**src/rtl/ahbl_arbiter_if.sv**
```systemverilog
// rtl/ahbl_arbiter_if.sv - AHB-lite N:1 arbiter bundle: upstream master ports and the single downstream bus
interface ahbl_arbiter_if #(
   parameter int N_PORTS = 2,
   parameter int W_ADDR  = 32,
   parameter int W_DATA  = 32
);
   logic [N_PORTS-1:0]        src_hready;
   logic [N_PORTS-1:0]        src_hready_resp;
   logic [N_PORTS-1:0]        src_hresp;
   logic [N_PORTS*W_ADDR-1:0] src_haddr;
   logic [N_PORTS-1:0]        src_hwrite;
   logic [N_PORTS*2-1:0]      src_htrans;
   logic [N_PORTS*3-1:0]      src_hsize;
   logic [N_PORTS*3-1:0]      src_hburst;
   logic [N_PORTS*4-1:0]      src_hprot;
   logic [N_PORTS-1:0]        src_hmastlock;
   logic [N_PORTS-1:0]        src_hexcl;
   logic [N_PORTS*8-1:0]      src_hmaster;
   logic [N_PORTS*W_ADDR-1:0] src_d_pc;
   logic [N_PORTS*W_DATA-1:0] src_hartid;
   logic [N_PORTS*W_DATA-1:0] src_hwdata;
   logic [N_PORTS*W_DATA-1:0] src_hrdata;
   logic [N_PORTS-1:0]        src_hexokay;

   logic                      dst_hready;
   logic                      dst_hready_resp;
   logic                      dst_hresp;
   logic [W_ADDR-1:0]         dst_haddr;
   logic                      dst_hwrite;
   logic [1:0]                dst_htrans;
   logic [2:0]                dst_hsize;
   logic [2:0]                dst_hburst;
   logic [3:0]                dst_hprot;
   logic                      dst_hmastlock;
   logic                      dst_hexcl;
   logic [7:0]                dst_hmaster;
   logic [W_ADDR-1:0]         dst_d_pc;
   logic [W_DATA-1:0]         dst_hartid;
   logic [W_DATA-1:0]         dst_hwdata;
   logic [W_DATA-1:0]         dst_hrdata;
   logic                      dst_hexokay;

   // Arbiter view: slave towards the upstream masters, master towards the downstream bus.
   modport slave (
      input  src_hready, src_haddr, src_hwrite, src_htrans, src_hsize, src_hburst, src_hprot,
             src_hmastlock, src_hexcl, src_hmaster, src_d_pc, src_hartid, src_hwdata,
      output src_hready_resp, src_hresp, src_hrdata, src_hexokay,
      output dst_hready, dst_haddr, dst_hwrite, dst_htrans, dst_hsize, dst_hburst, dst_hprot,
             dst_hmastlock, dst_hexcl, dst_hmaster, dst_d_pc, dst_hartid, dst_hwdata,
      input  dst_hready_resp, dst_hresp, dst_hrdata, dst_hexokay
   );

   modport master (
      output src_hready, src_haddr, src_hwrite, src_htrans, src_hsize, src_hburst, src_hprot,
             src_hmastlock, src_hexcl, src_hmaster, src_d_pc, src_hartid, src_hwdata,
      input  src_hready_resp, src_hresp, src_hrdata, src_hexokay,
      input  dst_hready, dst_haddr, dst_hwrite, dst_htrans, dst_hsize, dst_hburst, dst_hprot,
             dst_hmastlock, dst_hexcl, dst_hmaster, dst_d_pc, dst_hartid, dst_hwdata,
      output dst_hready_resp, dst_hresp, dst_hrdata, dst_hexokay
   );
endinterface

```
**src/rtl/ahbl_arbiter.sv**
```systemverilog
// rtl/ahbl_arbiter.sv - AHB-lite N:1 fixed-priority arbiter with per-port address-phase replay buffers
module ahbl_arbiter #(
   parameter int N_PORTS = 2,
   parameter int W_ADDR  = 32,
   parameter int W_DATA  = 32
) (
   input  logic          clk,
   input  logic          rst,
   ahbl_arbiter_if.slave bus
);
   typedef struct packed {
      logic [W_ADDR-1:0] haddr;
      logic              hwrite;
      logic [1:0]        htrans;
      logic [2:0]        hsize;
      logic [2:0]        hburst;
      logic [3:0]        hprot;
      logic              hmastlock;
      logic              hexcl;
      logic [7:0]        hmaster;
      logic [W_ADDR-1:0] d_pc;
      logic [W_DATA-1:0] hartid;
   } aph_t;

   aph_t               live_aph [N_PORTS];
   aph_t               pend_aph [N_PORTS];
   aph_t               buf_q    [N_PORTS];
   aph_t               sel_aph;
   logic [N_PORTS-1:0] live;
   logic [N_PORTS-1:0] pend;
   logic [N_PORTS-1:0] grant;
   logic               found;
   logic               accept;

   logic [N_PORTS-1:0] buf_valid_q;
   logic [N_PORTS-1:0] mast_sel_q;
   logic [N_PORTS-1:0] hold_port_q;
   logic               lock_q;
   logic               hold_valid_q;

   always_comb begin
      for (int i = 0; i < N_PORTS; i++) begin
         live_aph[i].haddr     = bus.src_haddr[i*W_ADDR +: W_ADDR];
         live_aph[i].hwrite    = bus.src_hwrite[i];
         live_aph[i].htrans    = bus.src_htrans[i*2 +: 2];
         live_aph[i].hsize     = bus.src_hsize[i*3 +: 3];
         live_aph[i].hburst    = bus.src_hburst[i*3 +: 3];
         live_aph[i].hprot     = bus.src_hprot[i*4 +: 4];
         live_aph[i].hmastlock = bus.src_hmastlock[i];
         live_aph[i].hexcl     = bus.src_hexcl[i];
         live_aph[i].hmaster   = bus.src_hmaster[i*8 +: 8];
         live_aph[i].d_pc      = bus.src_d_pc[i*W_ADDR +: W_ADDR];
         live_aph[i].hartid    = bus.src_hartid[i*W_DATA +: W_DATA];
      end
   end

   always_comb begin
      for (int i = 0; i < N_PORTS; i++) begin
         live[i]     = bus.src_hready[i] && bus.src_htrans[i*2+1];
         pend[i]     = buf_valid_q[i] || live[i];
         pend_aph[i] = buf_valid_q[i] ? buf_q[i] : live_aph[i];
      end
   end

   // A stalled address phase is frozen on its port; a lock pins the bus to the locked master.
   always_comb begin
      grant = '0;
      found = 1'b0;
      if (hold_valid_q) begin
         grant = hold_port_q;
      end else if (lock_q) begin
         grant = mast_sel_q & pend;
      end else begin
         for (int i = 0; i < N_PORTS; i++) begin
            if (pend[i] && !found) begin
               grant[i] = 1'b1;
               found    = 1'b1;
            end
         end
      end
   end

   always_comb begin
      sel_aph = '0;
      for (int i = 0; i < N_PORTS; i++) begin
         if (grant[i]) sel_aph = pend_aph[i];
      end
   end

   always_comb begin
      bus.dst_hwdata = '0;
      for (int i = 0; i < N_PORTS; i++) begin
         if (mast_sel_q[i]) bus.dst_hwdata = bus.src_hwdata[i*W_DATA +: W_DATA];
      end
   end

   assign accept            = (|grant) && bus.dst_hready_resp;

   assign bus.dst_hready    = bus.dst_hready_resp;
   assign bus.dst_haddr     = sel_aph.haddr;
   assign bus.dst_hwrite    = sel_aph.hwrite;
   assign bus.dst_htrans    = sel_aph.htrans;
   assign bus.dst_hsize     = sel_aph.hsize;
   assign bus.dst_hburst    = sel_aph.hburst;
   assign bus.dst_hprot     = sel_aph.hprot;
   assign bus.dst_hmastlock = sel_aph.hmastlock;
   assign bus.dst_hexcl     = sel_aph.hexcl;
   assign bus.dst_hmaster   = sel_aph.hmaster;
   assign bus.dst_d_pc      = sel_aph.d_pc;
   assign bus.dst_hartid    = sel_aph.hartid;

   assign bus.src_hready_resp = (mast_sel_q & {N_PORTS{bus.dst_hready_resp}}) |
                                (~mast_sel_q & ~buf_valid_q);
   assign bus.src_hresp       = mast_sel_q & {N_PORTS{bus.dst_hresp}};
   assign bus.src_hexokay     = mast_sel_q & {N_PORTS{bus.dst_hexokay}};
   assign bus.src_hrdata      = {N_PORTS{bus.dst_hrdata}};

   always_ff @(posedge clk) begin
      if (rst) begin
         buf_valid_q  <= '0;
         mast_sel_q   <= '0;
         hold_port_q  <= '0;
         lock_q       <= 1'b0;
         hold_valid_q <= 1'b0;
      end else begin
         if (accept) begin
            mast_sel_q   <= grant;
            lock_q       <= sel_aph.hmastlock;
            hold_valid_q <= 1'b0;
         end else if (bus.dst_hready_resp) begin
            mast_sel_q <= '0;
            lock_q     <= 1'b0;
         end else if (|grant) begin
            hold_valid_q <= 1'b1;
            hold_port_q  <= grant;
         end
         for (int i = 0; i < N_PORTS; i++) begin
            if (accept && grant[i]) buf_valid_q[i] <= 1'b0;
            else if (live[i])       buf_valid_q[i] <= 1'b1;
         end
      end
   end

   always_ff @(posedge clk) begin
      for (int i = 0; i < N_PORTS; i++) begin
         if (live[i] && !(accept && grant[i])) buf_q[i] <= live_aph[i];
      end
   end
endmodule

```
**src/flat_wrapper.sv**
```systemverilog
// flat-port wrapper written by rule: the top's interface ports become plain ports
module ahbl_arbiter_flat 
#(
   parameter int N_PORTS = 2,
   parameter int W_ADDR  = 32,
   parameter int W_DATA  = 32
)
  (clk, rst, bus_src_hready, bus_src_haddr, bus_src_hwrite, bus_src_htrans, bus_src_hsize, bus_src_hburst, bus_src_hprot, bus_src_hmastlock, bus_src_hexcl, bus_src_hmaster, bus_src_d_pc, bus_src_hartid, bus_src_hwdata, bus_src_hready_resp, bus_src_hresp, bus_src_hrdata, bus_src_hexokay, bus_dst_hready, bus_dst_haddr, bus_dst_hwrite, bus_dst_htrans, bus_dst_hsize, bus_dst_hburst, bus_dst_hprot, bus_dst_hmastlock, bus_dst_hexcl, bus_dst_hmaster, bus_dst_d_pc, bus_dst_hartid, bus_dst_hwdata, bus_dst_hready_resp, bus_dst_hresp, bus_dst_hrdata, bus_dst_hexokay);
  ahbl_arbiter_if #(.N_PORTS(N_PORTS), .W_ADDR(W_ADDR), .W_DATA(W_DATA)) bus_i ();
  input  logic clk;
  input  logic rst;
  input wire logic [$bits(bus_i.src_hready)-1:0] bus_src_hready;
  input wire logic [$bits(bus_i.src_haddr)-1:0] bus_src_haddr;
  input wire logic [$bits(bus_i.src_hwrite)-1:0] bus_src_hwrite;
  input wire logic [$bits(bus_i.src_htrans)-1:0] bus_src_htrans;
  input wire logic [$bits(bus_i.src_hsize)-1:0] bus_src_hsize;
  input wire logic [$bits(bus_i.src_hburst)-1:0] bus_src_hburst;
  input wire logic [$bits(bus_i.src_hprot)-1:0] bus_src_hprot;
  input wire logic [$bits(bus_i.src_hmastlock)-1:0] bus_src_hmastlock;
  input wire logic [$bits(bus_i.src_hexcl)-1:0] bus_src_hexcl;
  input wire logic [$bits(bus_i.src_hmaster)-1:0] bus_src_hmaster;
  input wire logic [$bits(bus_i.src_d_pc)-1:0] bus_src_d_pc;
  input wire logic [$bits(bus_i.src_hartid)-1:0] bus_src_hartid;
  input wire logic [$bits(bus_i.src_hwdata)-1:0] bus_src_hwdata;
  output wire logic [$bits(bus_i.src_hready_resp)-1:0] bus_src_hready_resp;
  output wire logic [$bits(bus_i.src_hresp)-1:0] bus_src_hresp;
  output wire logic [$bits(bus_i.src_hrdata)-1:0] bus_src_hrdata;
  output wire logic [$bits(bus_i.src_hexokay)-1:0] bus_src_hexokay;
  output wire logic [$bits(bus_i.dst_hready)-1:0] bus_dst_hready;
  output wire logic [$bits(bus_i.dst_haddr)-1:0] bus_dst_haddr;
  output wire logic [$bits(bus_i.dst_hwrite)-1:0] bus_dst_hwrite;
  output wire logic [$bits(bus_i.dst_htrans)-1:0] bus_dst_htrans;
  output wire logic [$bits(bus_i.dst_hsize)-1:0] bus_dst_hsize;
  output wire logic [$bits(bus_i.dst_hburst)-1:0] bus_dst_hburst;
  output wire logic [$bits(bus_i.dst_hprot)-1:0] bus_dst_hprot;
  output wire logic [$bits(bus_i.dst_hmastlock)-1:0] bus_dst_hmastlock;
  output wire logic [$bits(bus_i.dst_hexcl)-1:0] bus_dst_hexcl;
  output wire logic [$bits(bus_i.dst_hmaster)-1:0] bus_dst_hmaster;
  output wire logic [$bits(bus_i.dst_d_pc)-1:0] bus_dst_d_pc;
  output wire logic [$bits(bus_i.dst_hartid)-1:0] bus_dst_hartid;
  output wire logic [$bits(bus_i.dst_hwdata)-1:0] bus_dst_hwdata;
  input wire logic [$bits(bus_i.dst_hready_resp)-1:0] bus_dst_hready_resp;
  input wire logic [$bits(bus_i.dst_hresp)-1:0] bus_dst_hresp;
  input wire logic [$bits(bus_i.dst_hrdata)-1:0] bus_dst_hrdata;
  input wire logic [$bits(bus_i.dst_hexokay)-1:0] bus_dst_hexokay;
  assign bus_i.src_hready = bus_src_hready;
  assign bus_i.src_haddr = bus_src_haddr;
  assign bus_i.src_hwrite = bus_src_hwrite;
  assign bus_i.src_htrans = bus_src_htrans;
  assign bus_i.src_hsize = bus_src_hsize;
  assign bus_i.src_hburst = bus_src_hburst;
  assign bus_i.src_hprot = bus_src_hprot;
  assign bus_i.src_hmastlock = bus_src_hmastlock;
  assign bus_i.src_hexcl = bus_src_hexcl;
  assign bus_i.src_hmaster = bus_src_hmaster;
  assign bus_i.src_d_pc = bus_src_d_pc;
  assign bus_i.src_hartid = bus_src_hartid;
  assign bus_i.src_hwdata = bus_src_hwdata;
  assign bus_src_hready_resp = bus_i.src_hready_resp;
  assign bus_src_hresp = bus_i.src_hresp;
  assign bus_src_hrdata = bus_i.src_hrdata;
  assign bus_src_hexokay = bus_i.src_hexokay;
  assign bus_dst_hready = bus_i.dst_hready;
  assign bus_dst_haddr = bus_i.dst_haddr;
  assign bus_dst_hwrite = bus_i.dst_hwrite;
  assign bus_dst_htrans = bus_i.dst_htrans;
  assign bus_dst_hsize = bus_i.dst_hsize;
  assign bus_dst_hburst = bus_i.dst_hburst;
  assign bus_dst_hprot = bus_i.dst_hprot;
  assign bus_dst_hmastlock = bus_i.dst_hmastlock;
  assign bus_dst_hexcl = bus_i.dst_hexcl;
  assign bus_dst_hmaster = bus_i.dst_hmaster;
  assign bus_dst_d_pc = bus_i.dst_d_pc;
  assign bus_dst_hartid = bus_i.dst_hartid;
  assign bus_dst_hwdata = bus_i.dst_hwdata;
  assign bus_i.dst_hready_resp = bus_dst_hready_resp;
  assign bus_i.dst_hresp = bus_dst_hresp;
  assign bus_i.dst_hrdata = bus_dst_hrdata;
  assign bus_i.dst_hexokay = bus_dst_hexokay;
  ahbl_arbiter #(.N_PORTS(N_PORTS), .W_ADDR(W_ADDR), .W_DATA(W_DATA)) u_core (.clk(clk), .rst(rst), .bus(bus_i));
endmodule
```
**config.mk**
```make
export PLATFORM = sky130hd
export DESIGN_NAME = ahbl_arbiter_flat
export DESIGN_NICKNAME = d
export VERILOG_FILES = /design/src/rtl/ahbl_arbiter_if.sv /design/src/rtl/ahbl_arbiter.sv /design/src/flat_wrapper.sv
export SDC_FILE = /design/constraint.sdc
export NUM_CORES = 1
export LEC_CHECK = 0
export BUFFER_PORTS_ARGS = -buffer_cell sky130_fd_sc_hd__buf_2
export CORE_AREA = 10 10 209 211
export DETAILED_ROUTE_END_ITERATION = 8
export DIE_AREA = 0 0 219 221
export PLACE_DENSITY = 0.66
export SLEW_MARGIN = 15
export SYNTH_ARGS = -nofsm -noshare
export SYNTH_HDL_FRONTEND = slang
export SYNTH_SLANG_ARGS = --single-unit
```
**constraint.sdc**
```tcl
create_clock -name clk -period 9.35 [get_ports clk]
set_clock_uncertainty 0.15 [all_clocks]
set_input_delay 1.4025 -clock clk [delete_from_list [all_inputs] [get_ports clk]]
set_output_delay 1.4025 -clock clk [all_outputs]
set_load 0.05 [all_outputs]
```
After elaboration in Yosys (flattened, before gate mapping)
Memory sizes are Yosys's and may differ from the RTL's.
Cells that the tools add are included.
{"block": "op_classes", "n_shift": 0, "eq_ne": 0, "n_addsub": 0, "n_lt_le_gt_ge": 0, "n_bitwise": 10, "n_mul": 0, "div_mod_pow": 0, "n_mux": 20, "reduce_logical": 20}
{"op": "$mux 119", "count": 4}
{"op": "$mux 32", "count": 2}
{"op": "$and 2x2->2", "count": 5}
{"op": "$mux 1", "count": 10}
{"op": "$logic_and 1x1->1", "count": 8}
{"op": "$mux 2", "count": 4}
{"op": "$reduce_or 2->1", "count": 4}
{"op": "$not 2->2", "count": 2}
{"op": "$logic_not 1->1", "count": 3}
{"op": "$reduce_and 3->1", "count": 1}
{"op": "$logic_or 1x1->1", "count": 2}
{"op": "$not 1->1", "count": 2}
{"op": "$or 2x2->2", "count": 1}
{"op": "$reduce_and 2->1", "count": 1}
{"op": "$reduce_bool 2->1", "count": 1}
{"block": "word_totals", "latch_bits": 0, "out_inout_bits": 222, "input_bits": 341, "mem_bits_ro": 0, "register_bits": 8, "ram_bits": 238, "mem_count": 1}
{"memory": "u_core.buf_q", "depth": 2, "word_bits": 119, "rd": 2, "rd_ports_with_merged_regs": 0, "write_ports": 2, "line": "ahbl_arbiter.sv:27", "text": "aph_t buf_q [N_PORTS];"}

Logic depth before layout (Yosys ltp)
{"block": "depth", "ltp_word": 17, "mapped_depth": 9}

Worst setup path after synthesis
No wires, ideal clock.
{"block": "synth_timing", "path_type": "in2reg", "from": "input port bus_src_htrans[1]", "to": "memory u_core.buf_q[0][0] in the netlist's numbering (enable)", "arrival_time_ps": 7767, "stages": 4, "slack_ps": 797, "setup_time_ps": 637, "path_buffers": 1, "path_cell_list": "a21oi_1 -> o31ai_2 -> clkbuf_1 -> a21oi_1"}
{"item": "start: declaration", "line": "flat_wrapper.sv:15", "text": "input wire logic [$bits(bus_i.src_htrans)-1:0] bus_src_htrans;"}
{"item": "end: declaration", "line": "ahbl_arbiter.sv:27"}

Worst setup path in the final report
{"block": "layout_timing", "from": "register u_core.buf_valid_q[1]", "to": "output port bus_dst_haddr[10]"}
{"block": "layout_via", "elab_chain_len": 6}
{"item": "start: declaration", "line": "ahbl_arbiter.sv:35", "text": "logic [N_PORTS-1:0] buf_valid_q;"}
{"item": "start signal: assignment", "line": "ahbl_arbiter.sv:120", "text": "buf_valid_q <= '0;"}
{"item": "start signal: indexed assignment", "line": "ahbl_arbiter.sv:138", "text": "if (accept && grant[i]) buf_valid_q[i] <= 1'b0;"}
{"item": "start signal: indexed assignment", "line": "ahbl_arbiter.sv:139", "text": "else if (live[i]) buf_valid_q[i] <= 1'b1;"}
{"item": "$logic_or 1x1->1", "line": "ahbl_arbiter.sv:60", "text": "pend[i] = buf_valid_q[i] || live[i];"}
{"item": "$logic_and 1x1->1", "line": "ahbl_arbiter.sv:75", "text": "if (pend[i] && !found) begin"}
{"item": "$mux 1", "line": "ahbl_arbiter.sv:75"}
{"item": "$mux 2", "line": "ahbl_arbiter.sv:71", "text": "end else if (lock_q) begin"}
{"item": "$mux 2", "line": "ahbl_arbiter.sv:69", "text": "if (hold_valid_q) begin"}
{"item": "$mux 119 *", "line": "ahbl_arbiter.sv:86", "text": "if (grant[i]) sel_aph = pend_aph[i];"}
{"item": "end: declaration", "line": "flat_wrapper.sv:30", "text": "output wire logic [$bits(bus_i.dst_haddr)-1:0] bus_dst_haddr;"}
Every way passes the cells marked *; elsewhere a longest branch is shown, timed or not.

==> metrics.md <==
| Metric | Value |
|---|---|
| Peak Freq | 193 MHz |
| Synth Area in Simple Gates | 5.70% |
| Pwr dens | 215 nW/µm² |
| Setup Buffers After CTS | 0 |
| Synth Register Bits | 246 |
| Initial Utilization | 31.5% |
| Die Ht | 221 µm |
| Worst setup path class | reg2out |
| # hold bufs at CTS | 0 |
| Critical path capture point type | primary output |
| Worst Setup EP | bus_dst_haddr[10] |
| Top cell type's share of synthesized area | 57.5% |
| Worst r2r src | u_core.buf_valid_q[0] |
| Die Wd | 219 µm |
| HP Class | reg2reg |
| EDFF count, synth | 238 |
| Iter 0 DRT Violations | 665 |
| Clk buf depth | 3 |
| I/O pin count | 563 |
| Final Hold Fails | 0 |
| Ys async rst share | 0% |
| Number of filler instances in the final layout | 3,800 |
| Final Slew Violations | 0 |
| Lkg Pwr | 0.00615 µW |
| Mux share of post-synthesis cell area | 20.5% |
| Sequential Area | 7310 µm² |
| Via Count | 9,107 |
| Reg-to-Reg End | u_core.buf_q[0][45] |
| Synthesized area per cell | 13.2 µm² |
| Max-cap violations | 0 |
| Post-synth cell types | 27 |
| Detailed placement HPWL | 29,300 µm |
| Fin crit period | 5.19 ns |
| Area share of xor/xnor cells in the synthesized design | 0% |
| GR Util All Layers | 15.6% |
| Register area share after synthesis | 58.8% |
| Synth Area in Compound Gates | 8.25% |
| Fin Setup TNS | 0 ns |
| Final net count | 1,650 |
| Core Area | 39,500 µm² |
| Vias/cell | 4.89 |
| Area of the multi-input gates | 4330 µm² |
| CP startpoint | u_core.buf_valid_q[1] |
| PnR worst setup slack | 4.16 ns |
| Hold_ws | 0.338 ns |
| CTS tree | done |
| Placement Rows | 73 |
| Gpl congestion | 0.901 |
| Post-place instance area | 14,700 µm² |
| Port bufs | 466 |
| Cells after Synth | 941 |
| R2R Setup Slk | 5.80 ns |
| Max VDD drop | 0.000127 V |
| Largest family of logic cells by synthesized area | multiplexers |
| Global-route wire length before repair | 59,600 µm |
| Ys flop type | edfxtp_1 |
| Cell taking the most area after synthesis | edfxtp_1 |
| Area growth syn-to-layout | 26.1% |
| Vias in the first global route | 9,467 |
| Post-Synthesis Cell Area | 12,400 µm² |
| Clk sinks | 246 |
| Ys Warns | 0 |
| Worst EP arrival | 3.64 ns |
| DRC Markers | 0 |
| Largest net degree at the start of global routing | 90 |
| Grt ovf | 0 |
| Overall die area | 48,400 µm² |
| Adder-cell share of the synthesized area | 0% |
| Initial antenna violation count | 13 |
| CP Launch Type | flop |
| Tcrit/Tclk final | 55.6% |
| H-tree depth | 1 |
| Detailed Routing Iterations Pass 1 | 5 |
| Gates resized, CTS repair | 0 |
| Clock root buffer | clkbuf_16 |
| Worst Reg-to-Reg Cells | 6 |
| Worst Tran Pin Value | 0.990 ns |
| Final Util | 39.7% |
| Final setup vio count | 0 |
| Status | complete, no violations |
| Share of cells above drive strength 1 | 48.9% |
| DP Worst Slack | 4.25 ns |
| TritonCTS Buffers | 28 |
| Max-Slew Margin vs Limit | 34.0% |
| Antenna-violating nets left | 0 |
| Post-layout instance area | 15,700 µm² |
| Syn_nets | 1,282 |
| Clk_lat worst skew | 0.55 ns |
| Top post-synthesis cells by area | edfxtp_1, mux2_2, mux2i_1, nand3_1, o21ai_1 |
| CP max FO | 45 |
| DR WL/cell | 21.4 µm |
| WL final | 39,800 µm |
| CTS clk-pin slew, worst paths | 0.06 ns |
| RSZ-0062 raised after global routing | false |
| Worst path required time | 7.80 ns |
## worst max-delay path, cell delays in order (launching register included)
cell     delay [ns]
dfxtp_4        0.77
buf_4          0.72
buf_4          0.76
mux2i_1        0.23
o21ai_1        0.22
buf_2          0.31
## cells by family after synthesis
kind of cell,after synthesis
AND/OR/NAND/NOR,142
flip-flops,246
AO/OA/AOI/OAI,170
multiplexers,240
buffers and inverters,143
## worst min path at each step
stage | start | end | cells after the start
after detailed placement | u_core.hold_port_q[0] | u_core.hold_port_q[0] | 2
after floorplan | u_core.hold_port_q[0] | u_core.hold_port_q[0] | 2
final | u_core.hold_port_q[0] | u_core.hold_port_q[0] | 2
after global routing | u_core.hold_port_q[0] | u_core.hold_port_q[0] | 2
after global placement | u_core.hold_port_q[0] | u_core.hold_port_q[0] | 2
after CTS | u_core.hold_port_q[0] | u_core.hold_port_q[0] | 2
## synthesized netlist by cell type (all sizes together), types with 7 or more instances
cell,instances
edfxtp,238
clkbuf,48
o21ai,122
mux2i,121
mux2,119
a21oi,7
nand2,8
dfxtp,8
buf,94
nand3,118
a22o,32
## registers in the layout (all words and copies together) (netlist names)
register	cells
u_core.buf_q	238
u_core.buf_valid_q	2
u_core.mast_sel_q	2
u_core.hold_valid_q	1
u_core.lock_q	1
u_core.hold_port_q	2
## stage by stage
stage	power, µW	cells
3_3_place_gp	2310	1804
3_5_place_dp	2320	1804
6_report	3370	1862
5_1_grt	3510	1861
4_1_cts	3410	1855
2_1_floorplan	2120	941
## layout by cell type, fill, tap and decap left out, types with 8 or more instances in the layout
| master | n |
|---|---|
| nand2_1 | 8 |
| clkinv_2 | 9 |
| a22o_1 | 32 |
| buf_4 | 13 |
| edfxtp_1 | 238 |
| buf_2 | 466 |
| nand3_1 | 118 |
| mux2i_1 | 121 |
| clkbuf_16 | 28 |
| mux2_2 | 119 |
| o21ai_1 | 117 |
## layer usage
layer	vias to the layer above	GRT usage [%]	wire [µm]
li1	4289	-	-
met1	4421	19.6	16600
met2	311	25.6	19300
met3	72	4.35	3000
met4	14	4.48	799
met5	-	0	78
## where the power goes
part,switching (µW),internal [µW]
Combinational,717,264
Sequential,24.7,1280
Clock,451,632
Total,1190,2170
## area by class of cell
type | count | area share (%)
sequential | 246 | 46.7
multi-input combinational | 552 | 27.6
clock inverter | 20 | 1.20
tap | 525 | 4.19
clock buffer | 31 | 4.55
timing repair buffer | 480 | 15.6
antenna | 7 | 0.112
inverter | 1 | 0.0240
Note: power is estimated with default switching activity, not from simulation.
